$ cat config.mk
export PLATFORM = sky130hd
export DESIGN_NAME = config_report_tx
export DESIGN_NICKNAME = d
export VERILOG_FILES = /design/src/rtl/config_report_tx.sv
export SDC_FILE = /design/constraint.sdc
export NUM_CORES = 1
export LEC_CHECK = 0
export BUFFER_PORTS_ARGS = -buffer_cell sky130_fd_sc_hd__clkbuf_2
export CELL_PAD_IN_SITES_DETAIL_PLACEMENT = 0
export CELL_PAD_IN_SITES_GLOBAL_PLACEMENT = 2
export CORE_UTILIZATION = 34
export CTS_CLUSTER_DIAMETER = 200
export DETAILED_ROUTE_END_ITERATION = 7
export PLACE_DENSITY_LB_ADDON = 0.1
export SETUP_SLACK_MARGIN = 0.1
export SYNTH_ARGS = -nofsm -noshare
export SYNTH_HDL_FRONTEND = slang
export SYNTH_SLANG_ARGS = --single-unit
$ cat constraint.sdc
create_clock -name clk -period 2.4 [get_ports clk]
set_input_delay 0.12 -clock clk [delete_from_list [all_inputs] [get_ports clk]]
set_output_delay 0.12 -clock clk [all_outputs]
set_load 0.02 [all_outputs]
$ cat src/rtl/config_report_tx.sv
// config_report_tx: serialises a three-byte configuration report as back-to-back 8N1 UART frames.
// Each byte is {register index, value}, matching the encoding the host uses for writes.
module config_report_tx #(
    parameter int unsigned CLKS_PER_BIT = 868
) (
    input  logic       clk,
    input  logic       rst_n,
    input  logic       report_req,
    input  logic [3:0] mode,
    input  logic [3:0] brightness,
    input  logic [3:0] animation_sel,
    output logic       tx,
    output logic       busy,
    output logic       done
);

    localparam int unsigned BaudW = (CLKS_PER_BIT > 1) ? $clog2(CLKS_PER_BIT) : 1;
    localparam logic [BaudW-1:0] BaudMax = BaudW'(CLKS_PER_BIT - 1);

    typedef enum logic [1:0] {StIdle, StStart, StData, StStop} state_e;

    state_e            state_q, state_d;
    logic [BaudW-1:0]  baud_q, baud_d;
    logic [2:0]        bit_q, bit_d;
    logic [1:0]        byte_q, byte_d;
    logic [11:0]       snap_q, snap_d;
    logic              tx_q, tx_d;
    logic              busy_q, busy_d;
    logic              done_q, done_d;

    logic [7:0]        cur_byte;
    logic [2:0]        next_bit;
    logic              bit_end;

    // Byte being sent: index in the upper nibble, snapshotted value in the lower nibble.
    always_comb begin
        cur_byte = {2'b00, byte_q, snap_q[{byte_q, 2'b00} +: 4]};
        next_bit = bit_q + 3'd1;
        bit_end  = (baud_q == BaudMax);
    end

    // Next-state logic; tx is computed from the next state so the pin is glitch-free.
    always_comb begin
        state_d = state_q;
        baud_d  = baud_q;
        bit_d   = bit_q;
        byte_d  = byte_q;
        snap_d  = snap_q;
        tx_d    = tx_q;
        busy_d  = busy_q;
        done_d  = 1'b0;

        case (state_q)
            StIdle: begin
                tx_d   = 1'b1;
                busy_d = 1'b0;
                if (report_req) begin
                    snap_d  = {animation_sel, brightness, mode};
                    state_d = StStart;
                    baud_d  = '0;
                    bit_d   = 3'd0;
                    byte_d  = 2'd0;
                    tx_d    = 1'b0;
                    busy_d  = 1'b1;
                end
            end
            StStart: begin
                if (bit_end) begin
                    baud_d  = '0;
                    bit_d   = 3'd0;
                    state_d = StData;
                    tx_d    = cur_byte[0];
                end else begin
                    baud_d = baud_q + BaudW'(1);
                end
            end
            StData: begin
                if (bit_end) begin
                    baud_d = '0;
                    if (bit_q == 3'd7) begin
                        state_d = StStop;
                        tx_d    = 1'b1;
                    end else begin
                        bit_d = next_bit;
                        tx_d  = cur_byte[next_bit];
                    end
                end else begin
                    baud_d = baud_q + BaudW'(1);
                end
            end
            StStop: begin
                if (bit_end) begin
                    baud_d = '0;
                    if (byte_q == 2'd2) begin
                        state_d = StIdle;
                        byte_d  = 2'd0;
                        tx_d    = 1'b1;
                        busy_d  = 1'b0;
                        done_d  = 1'b1;
                    end else begin
                        // Next start bit follows the stop bit with no idle gap.
                        byte_d  = byte_q + 2'd1;
                        state_d = StStart;
                        tx_d    = 1'b0;
                    end
                end else begin
                    baud_d = baud_q + BaudW'(1);
                end
            end
            default: begin
                state_d = StIdle;
                tx_d    = 1'b1;
                busy_d  = 1'b0;
            end
        endcase
    end

    // State and registered outputs, synchronous active-low reset.
    always_ff @(posedge clk) begin
        if (!rst_n) begin
            state_q <= StIdle;
            baud_q  <= '0;
            bit_q   <= 3'd0;
            byte_q  <= 2'd0;
            snap_q  <= 12'h000;
            tx_q    <= 1'b1;
            busy_q  <= 1'b0;
            done_q  <= 1'b0;
        end else begin
            state_q <= state_d;
            baud_q  <= baud_d;
            bit_q   <= bit_d;
            byte_q  <= byte_d;
            snap_q  <= snap_d;
            tx_q    <= tx_d;
            busy_q  <= busy_d;
            done_q  <= done_d;
        end
    end

    assign tx   = tx_q;
    assign busy = busy_q;
    assign done = done_q;

endmodule

==> run_results.csv <==
group,metric,value,unit
timing,rsz0062_at_grt,"yes",
global_route,grt.overflow.total,0,
clocking,htree_levels,2,
run_status,status,"finished clean",
clocking,holdBufCountCts,0,
cells_and_area,area.growth.synth_to_final,16.6,%
timing,relSlewSlack,49.4,%
clocking,numCtsBuffers,5,
synth,synthesis.area,1640,um^2
setup_path,cpPeakStageDelay,500,ps
timing,fmax,0.451,GHz
timing,hold_viol,0,
power,cellLeakagePower,0.000729,uW
clocking,clk_latency,290,ps
synth,synth-async-reset-ratio,0,%
cells_and_area,drive_above_1_share,17.0,%
detailed_routing,finalWirelength,3.92,mm
die,dieWidth,71.5,um
die,start_util,36.4,%
setup_path,crit_path_max_fanout,4,
global_route,grt_max_degree,23,
setup_path,worstSetupPathType,"flip-flop to flip-flop",
hold_path,min_path_cells,3,
die,die_y,71.5,um
timing,worst_slew_pin_slew,759,ps
synth,postSynthCellCount,198,
synth,yosysWarningCount,0,
timing,post-route-min-period,2220,ps
global_route,grt_pass1_wl,6.66,mm
power,powerDensity,923,nW/um^2
setup_path,cp.arrival,2430,ps
timing,clock_skew,4.24,ps
detailed_routing,vias,1432,
clocking,clk_pin_slew_worst_paths,70,ps
detailed_routing,drcViolationCount,0,
global_route,grt.total_usage,17.2,%
timing,final-setup-viol-count,0,
synth,yosysSeqAreaShare,39.0,%
timing,drv_slew,0,
die,num_rows,24,
synth,ys.flop_type,"dfxtp_1",
setup_path,crit_slowest_cell,"or4_1",
synth,synth_edf_count,0,
synth,ys_seq_elements,32,
setup_path,path_cells,"ha_2 > or4b_4 > nor3_4 > buf_4 > nand2_2 > or4_1 > a21oi_2",
cells_and_area,diodes,0,
timing,min_period_over_period,92.5,%
clocking,root_buffer,"clkbuf_8",
clocking,clockBufferDepth,2,
setup_path,r2r_cells,7,
synth,syn_area_per_cell,8.29,um^2
synth,syn-num-nets,221,
die,boundaryPins,18,
placement,gp_congestion,0.790,
global_route,antenna_found_initial,0,
cells_and_area,layout_common_cells,"36 x nand2_1, 30 x dfxtp_1, 23 x a21oi_1",
synth,synth.distinct_cells,39,
placement,dp_hpwl,2.91,mm
cells_and_area,fin_nets,245,
detailed_routing,drtIter0Drc,41,
power,vdd_drop_max,0.397,mV
setup_path,cp-start-kind,"flip-flop",
detailed_routing,drt-vias-per-instance,5.21,
setup_path,crit_path_end_kind,"flip-flop",
setup_path,crit_required,2610,ps
detailed_routing,postRouteAntennaNets,0,
die,core,4500,um^2
cells_and_area,fin_util,42.5,%
cells_and_area,final_common_cell,"nand2_1",
timing,setup-tns-final,0,ps
clocking,tritoncts,"built",
hold_path,hp-class,"input port to flip-flop",
global_route,first_global_vias,1429,
detailed_routing,avgRoutedWirePerCell,14.3,um
detailed_routing,first_pass_iters,4,
flow_run,max_cap_violations,0,
die,die-area,5110,um^2
placement,port_buffers,17,
clocking,clock_sinks,32,
state kept, by name, indices dropped and copies added (netlist names):
register / count
done: 1
bit_q: 3
baud_q: 10
busy: 1
tx: 1
state_q: 2
snap_q: 12
byte_q: 2
report_power, final:
part	internal, uW	switching [uW]	total (uW)
combinational	261	399	659
sequential	613	60.1	674
clock	234	201	434
total	1110	659	1770
final timing paths:
kind | from | endpoint | slack [ps]
worst max-delay path | baud_q[0] | byte_q[0] | 180
worst min-delay path | animation_sel[0] | snap_q[8] | 50
worst max register to register | baud_q[0] | byte_q[0] | 180
worst min register to register | snap_q[1] | snap_q[1] | 460
worst max-delay path, delay by kind of cell (launching register included):
kind | cells | cell delay (ps)
flops | 1 | 350
buf+inv | 1 | 170
fa+ha+maj | 1 | 180
simple gates | 4 | 1270
compound gates | 1 | 160
Yosys cell counts (all sizes together) (3+ instances only):
library cell  number  share of area, %
xor2               5               2.7
nand3              6               1.8
ha                 8               6.1
nand2b             5               1.9
nor3               6               2.5
inv                8               1.8
nor2              14               3.2
nor2b              3               1.1
a211oi             4               1.8
dfxtp             32                39
a21oi             24               7.3
mux2i              7               4.3
clkbuf             6               1.4
nand2             37               8.6
o21ai              4               1.2
per-layer routing:
layer,vias up,part of all wire [%],track usage (%)
li1,742,-,-
met1,661,52,24.5
met2,22,43,24.8
met3,7,3.4,4.64
met4,0,1.8,6.54
met5,-,0,0
logic make-up (layout without fill, tap and decap cells):
group / after synthesis / in the layout / share of synthesized area, %
flip-flops: 32 / 32 / 39.0
multiplexers: 9 / 9 / 5.64
adder cells (fa/ha/maj): 8 / 8 / 6.10
buffers and inverters: 14 / 39 / 3.20
AND/OR/NAND/NOR: 82 / 82 / 24.5
AO/OA/AOI/OAI: 46 / 46 / 17.8
XOR/XNOR: 7 / 7 / 3.73
per-stage QoR:
stage          std cells  hold slack [ps]  setup slack (ps)  instance area [um^2]  total power, uW
2_1_floorplan        198              209               340                  1640             1160
3_3_place_gp         264              343               193                  1790             1330
3_5_place_dp         264              350              34.5                  1790             1340
4_1_cts              272             46.9               102                  1880             1780
5_1_grt              275             57.9              79.9                  1910             1900
6_report             275             47.7               181                  1910             1770
area by class of cell:
class / instances / area [um^2]
sequential: 32 / 643
fill: 480 / 2590
timing repair buffer: 23 / 130
inverter: 8 / 30.0
clock buffer: 8 / 90.1
multi-input combinational: 152 / 956
tap: 52 / 65.1
repair_timing:
| item | in CTS | in global routing |
|---|---|---|
| endpoints found under the setup margin | 1 | 2 |
| pin swaps | 1 | 1 |
| buffers inserted | 0 | 3 |
| gates resized for setup | 1 | 4 |
| cloned | 0 | 0 |
Power figures use the tool's default switching activity.
